$ cat src/rtl/sm2tc_serial.sv
// rtl/sm2tc_serial.sv - bit-serial sign-magnitude to two's-complement converter
// LSB-first negation: copy bits through the first 1, invert the remainder.
module sm2tc_serial #(
  parameter int WIDTH = 12,
  parameter int CW    = 4
) (
  input  logic             clk,
  input  logic             rst,
  input  logic             in_valid,
  output logic             in_ready,
  input  logic             S,
  input  logic [WIDTH-2:0] M,
  output logic             out_valid,
  input  logic             out_ready,
  output logic [WIDTH-1:0] D,
  output logic             nz
);

  typedef enum logic [1:0] {IDLE, SHIFT, DONE} state_t;

  localparam logic [CW-1:0] LAST = CW'(WIDTH - 2);

  state_t           state_q, state_d;
  logic             s_q, s_d;
  logic             seen_q, seen_d;
  logic [WIDTH-2:0] m_q, m_d;
  logic [WIDTH-2:0] r_q, r_d;
  logic [CW-1:0]    cnt_q, cnt_d;
  logic [WIDTH-1:0] d_q, d_d;
  logic             nz_q, nz_d;
  logic             b, o;

  always_comb begin
    state_d = state_q;
    s_d     = s_q;
    seen_d  = seen_q;
    m_d     = m_q;
    r_d     = r_q;
    cnt_d   = cnt_q;
    d_d     = d_q;
    nz_d    = nz_q;
    b       = m_q[0];
    o       = (s_q & seen_q) ? ~b : b;
    case (state_q)
      IDLE: begin
        if (in_valid) begin
          s_d     = S;
          m_d     = M;
          r_d     = '0;
          cnt_d   = '0;
          seen_d  = 1'b0;
          state_d = SHIFT;
        end
      end
      SHIFT: begin
        seen_d = seen_q | b;
        m_d    = m_q >> 1;
        r_d    = {o, r_q[WIDTH-2:1]};
        cnt_d  = cnt_q + 1'b1;
        if (cnt_q == LAST) begin
          // Sign bit only when a 1 was seen, so negative zero becomes +0.
          d_d     = {s_q & seen_d, r_d};
          nz_d    = s_q & ~seen_d;
          state_d = DONE;
        end
      end
      DONE: begin
        if (out_ready) state_d = IDLE;
      end
      default: state_d = IDLE;
    endcase
  end

  always_ff @(posedge clk) begin
    if (rst) begin
      state_q <= IDLE;
      s_q     <= 1'b0;
      seen_q  <= 1'b0;
      m_q     <= '0;
      r_q     <= '0;
      cnt_q   <= '0;
      d_q     <= '0;
      nz_q    <= 1'b0;
    end else begin
      state_q <= state_d;
      s_q     <= s_d;
      seen_q  <= seen_d;
      m_q     <= m_d;
      r_q     <= r_d;
      cnt_q   <= cnt_d;
      d_q     <= d_d;
      nz_q    <= nz_d;
    end
  end

  assign in_ready  = (state_q == IDLE);
  assign out_valid = (state_q == DONE);
  assign D         = d_q;
  assign nz        = nz_q;

endmodule

$ cat config.mk
export PLATFORM = sky130hd
export DESIGN_NAME = sm2tc_serial
export DESIGN_NICKNAME = d
export VERILOG_FILES = /design/src/rtl/sm2tc_serial.sv
export SDC_FILE = /design/constraint.sdc
export NUM_CORES = 1
export LEC_CHECK = 0
export CAP_MARGIN = 20
export CORE_ASPECT_RATIO = 1.25
export CORE_MARGIN = 3
export CORE_UTILIZATION = 44
export CTS_CLUSTER_SIZE = 24
export DETAILED_ROUTE_END_ITERATION = 6
export GPL_ROUTABILITY_DRIVEN = 0
export PLACE_DENSITY_LB_ADDON = 0.15
export SLEW_MARGIN = 20
export SYNTH_ARGS = -nofsm -noshare
export SYNTH_HDL_FRONTEND = slang
export SYNTH_SLANG_ARGS = --single-unit
$ cat constraint.sdc
create_clock -name clk -period 1.7 [get_ports clk]
set_clock_uncertainty 0.2 [all_clocks]
set_input_delay 0.255 -clock clk [delete_from_list [all_inputs] [get_ports clk]]
set_output_delay 0.255 -clock clk [all_outputs]
set_load 0.02 [all_outputs]
==> flow_summary.json, run 1 <==
{
  "cts.clk_slew.worst_paths_ns": 0.08,
  "die_x_um": 64.4,
  "holdBufCountCts": 0,
  "start_kind": "flip-flop",
  "worst_hold_slack_ns": 0.271,
  "crit_slowest_cell": "dlygate4sd2_1",
  "yosys-top-cells-count": "dfxtp_1 (42), a21oi_1 (35), nor2_1 (32), o21ai_0 (16)",
  "power-per-cell-area_nw_per_um2": 815,
  "grt_pass1_wl_mm": 6.80,
  "num-fill-cells": 375,
  "maxSlewHeadroom_pct": 77.9,
  "clock-root-buffer": "clkbuf_8",
  "period_minus_slack_ns": 1.63,
  "cp_cell_sequence": "buf_4 > nor2_1 > dlygate4sd2_1",
  "antenna_found_initial": 0,
  "rsz0062_at_grt": "no",
  "critPathCaptureType": "primary output",
  "ioPinCount": 31,
  "drive_above_1_share_pct": 16.4,
  "cts_resized": 7,
  "ys_ff_latch": 42,
  "wl_mm": 4.18,
  "synth_top_area_cell": "dfxtp_1",
  "required_ns": 1.24,
  "dpl_worst_slack_ns": -0.0351,
  "slowest_delay_ns": 0.35,
  "vdd_drop_max_uv": 526,
  "dieArea_um2": 5080,
  "vias": 1681,
  "drt_iter0_drc": 107,
  "synth_edf_count": 0,
  "seq_area_um2": 841,
  "cts_tree": "yes",
  "arrival_ns": 1.17,
  "synth_area_um2": 1870,
  "cap_violations": 0,
  "synth_most_common_cell": "dfxtp_1",
  "die_h_um": 78.9,
  "p_leak_uw": 0.00108,
  "grt_overflow_total": 0,
  "antenna_left": 0,
  "async_flop_share_pct": 0,
  "min_path_type": "reg2reg",
  "insertion_delay_ns": 0.29,
  "outcome": "finished, final reports clean",
  "multi_input_area_um2": 883,
  "dp_hpwl_mm": 2.89,
  "finalWorstSetupSlack_ns": 0.0731,
  "synth_cells": 225,
  "row_count": 25,
  "cts_made_buffers": 5,
  "htreeDepth": 2,
  "grt_pass1_vias": 1555,
  "post_drt_wl_per_cell_um": 13.2,
  "critPathMaxFanout": 4,
  "grt_util_all_layers_pct": 16.8,
  "synth_warnings": 0,
  "diodes": 0,
  "fmax_mhz": 615,
  "syn2layout_area_growth_pct": 28.7,
  "fin_area_um2": 2410,
  "place_area_um2": 2300,
  "grt_start_max_net_pins": 23,
  "setup_viol": 0,
  "design.core.area_um2": 3940,
  "cts_setup_buffers": 0,
  "period_share_pct": 95.7,
  "initial_utilization_pct": 47.5,
  "num-nets-final": 279,
  "critPathKind": "reg2out",
  "viasPerCell": 5.32,
  "worstMarginPinSlew_ns": 0.331,
  "port_buffers": 30,
  "slew_viol_final": 0,
  "clock_sinks": 42,
  "route.detailed.drc": 0,
  "ys_seq_area_share_pct": 44.9,
  "synthesis.nets": 243,
  "final_hold_viol_count": 0,
  "dr.pass1.iters": 5,
  "synth_top_area_share_pct": 44.9,
  "clk_path_buf_depth": 2,
  "synth_area_leaders": "dfxtp_1 (45%), a21oi_1 (9.4%), nor2_1 (6.4%)",
  "avgSynthCellArea_um2": 8.32,
  "synth_cell_types": 34,
  "synth-main-ff-cell": "dfxtp_1"
}
flip-flops by register name, summed over array words and instances, names as in the netlist:
register,flops
state_q,2
r_q,10
s_q,1
D,12
m_q,11
cnt_q,4
nz,1
seen_q,1
worst max-delay path: cells and delay by family (launching register included):
family                 cells  cell delay (ns)
buffers and inverters      2             0.49
DFF                        1             0.32
and+or+nand+nor            1             0.08
path summary, 6_finish.rpt:
kind         startpoint        to  slack, ns  cells past startpoint
max          state_q[1]  in_ready       0.07                      3
min             m_q[10]   m_q[10]       0.27                      2
max reg2reg  state_q[0]  cnt_q[3]       0.13                      4
min reg2reg     m_q[10]   m_q[10]       0.27                      2
area by class of cell:
class,count,area share (%)
Multi-Input combinational cell,150,36.7
Sequential cell,42,34.9
Timing Repair Buffer,50,19.7
Clock buffer,6,3.43
Tap cell,54,2.80
Inverter,12,1.87
Clock inverter,2,0.675
cells by family after synthesis:
family                     synth area share, %
AOI/OAI and AO/OA                         27.5
xor gates and xnor gates                 0.468
adders and majority gates                 1.34
buffers and inverters                     8.15
DFF                                       44.9
and+or+nand+nor                           17.7
routing by layer:
metal / up-vias / global-route usage [%] / part of all wire [%]
li1: 861 / - / -
met2: 25 / 30.1 / 51
met4: 0 / 5.71 / 0.53
met5: - / 0 / 0
met1: 793 / 19.1 / 45
met3: 2 / 4.38 / 3.2
layout by cell type, fill, tap and decap left out, drive strengths merged, types with 2 or more instances in the layout:
cell type,n
dfxtp,42
a21oi,35
nor2,32
buf,20
o21ai,17
clkdlybuf4s50,15
inv,13
nand3,12
o221a,10
a22oi,10
dlymetal6s2s,9
clkbuf,7
nor2b,5
nand2,5
dlygate4sd2,5
nand3b,3
nand2b,3
or3,2
ha,2
a211oi,2
power breakdown:
group / switching, uW / internal, uW / leakage (uW)
combinational: 116 / 122 / 0.000690
sequential: 26.4 / 1020 / 0.000342
clock: 350 / 334 / 0.0000478
metrics by stage:
step                      utilization [%]  total power, uW  cells  TNS, ns
after floorplan                         -             1210    225        0
after global placement               58.3             1300    308  -0.0249
after detailed placement             58.3             1300    308   -0.157
after CTS                            60.6             1990    316        0
after global routing                 61.1             2060    316        0
final                                61.1             1960    316        0
Note: power is estimated with default switching activity, not from simulation.
==> run 2, diff against run 1 <==
CTS_CLUSTER_DIAMETER = 40   (was default)
==> results of run 2 <==
The final DEF is identical to that of run 1; final timing and power are the same.
==> run 3, diff against run 2 <==
CORE_UTILIZATION = 47   (was 44)
==> run 3 against run 2 <==
  * Non-clock buffer count down 2
  * Hold slack improved by 0.0018 ns
  * Critical path depth grew 2
  * Power shrank 3.0%
==> flow_summary.json, run 3 (synthesis results as in run 1) <==
{
  "hp-start": "D[2]",
  "r2r_slack_ns": 0.14,
  "cap_violations": 0,
  "grt_overflow_total": 0,
  "clk_path_buf_depth": 2,
  "initial_utilization_pct": 49.1,
  "final_common_cell": "dfxtp_1",
  "fmax_mhz": 641,
  "port_buffers": 30,
  "num-fill-cells": 357,
  "outcome": "finished, final reports clean",
  "clock-root-buffer": "clkbuf_8",
  "reg2reg_to": "s_q",
  "start_kind": "flip-flop",
  "insertion_delay_ns": 0.29,
  "period_share_pct": 91.7,
  "critPathMaxFanout": 15,
  "holdBufCountCts": 0,
  "row_count": 25,
  "num-nets-final": 277,
  "drive_above_1_share_pct": 15.1,
  "final_hold_viol_count": 0,
  "largest_register_ffs": 12,
  "cts_made_buffers": 5,
  "cp-endpoint": "s_q",
  "die_x_um": 62.5,
  "grt_start_max_net_pins": 24,
  "die_h_um": 76.6,
  "vdd_drop_max_uv": 427,
  "slew_viol_final": 0,
  "critPathCaptureType": "flip-flop",
  "required_ns": 1.73,
  "viasPerCell": 5.37,
  "clock_sinks": 42,
  "wl_mm": 4.03,
  "period_minus_slack_ns": 1.56,
  "vias": 1676,
  "startpoint": "state_q[1]",
  "drt_iter0_drc": 92,
  "maxSlewHeadroom_pct": 82.4,
  "post_drt_wl_per_cell_um": 12.9,
  "htreeDepth": 2,
  "reg2reg_depth": 5,
  "setup_viol": 0,
  "multi_input_area_um2": 881,
  "cts_setup_buffers": 0,
  "antenna_found_initial": 0,
  "syn2layout_area_growth_pct": 27.3,
  "grt_pass1_wl_mm": 7.56,
  "dr.pass1.iters": 4,
  "diodes": 0,
  "critPathKind": "reg2reg",
  "finalPower_uw": 1900,
  "min_path_type": "reg2reg",
  "grt_pass1_vias": 1705,
  "cts_tree": "yes",
  "cts.clk_slew.worst_paths_ns": 0.07,
  "dieArea_um2": 4780,
  "p_leak_uw": 0.00109,
  "dp_hpwl_mm": 2.81,
  "power-per-cell-area_nw_per_um2": 799,
  "antenna_left": 0,
  "grt_util_all_layers_pct": 19.1,
  "fin_area_um2": 2380,
  "mostFrequentLayoutCells": "dfxtp_1 (42), a21oi_1 (35), nor2_1 (32)",
  "arrival_ns": 1.59,
  "seq_area_um2": 841,
  "final_core_util_pct": 62.5,
  "r2r_start": "state_q[1]",
  "rsz0062_at_grt": "no",
  "place_area_um2": 2280,
  "design.core.area_um2": 3820,
  "ioPinCount": 31,
  "route.detailed.drc": 0,
  "worstMarginPinSlew_ns": 0.265
}
[run 3: where the power goes]
group,total (uW),internal [uW],leakage (uW),switching (uW)
clock network,627,313,0.0000431,314
registers,1040,1020,0.000342,27.4
logic,233,119,0.000709,114
[run 3: final cells by class]
class                           instances  area share, %
Multi-Input combinational cell        150           37.0
Clock buffer                            6           3.46
Sequential cell                        42           35.3
Inverter                               12           1.89
Tap cell                               54           2.83
Timing Repair Buffer                   48           19.6
[run 3: what timing repair did]
item	CTS	global route
setup endpoints to repair	4	26
pin swaps	0	0
gates resized for setup	5	16
[run 3: per-layer routing]
metal	up-vias	wire length (um)	global-route usage, %
li1	854	-	-
met1	795	1780	21.6
met2	20	2030	33.7
met3	7	157	5.31
met4	0	65	7.28
met5	-	0	0
[run 3: critical path, cell delays in order, from the launching register on]
cell	delay, ns
dfxtp_1	0.33
buf_4	0.15
buf_4	0.18
nand2b_4	0.16
or3b_1	0.37
a21oi_1	0.12
[run 3: through the flow]
step | setup TNS (ns) | hold WS [ns] | worst slack [ns] | cells
3_5_place_dp | -0.0108 | 0.263 | -0.0108 | 306
2_1_floorplan | 0 | 0.243 | 0.139 | 225
4_1_cts | 0 | 0.276 | 0.00359 | 312
6_report | 0 | 0.272 | 0.141 | 312
5_1_grt | 0 | 0.306 | 0.0197 | 312
3_3_place_gp | -0.00252 | 0.262 | -0.00252 | 306
[run 3: how the worst min path moves through the flow]
stage                     cells past startpoint  slack [ns]    to
after global routing                          2        0.31  D[0]
final                                         2        0.27  D[2]
after floorplan                               2        0.24  D[0]
after detailed placement                      2        0.26  D[0]
after CTS                                     2        0.28  D[0]
after global placement                        2        0.26  D[0]
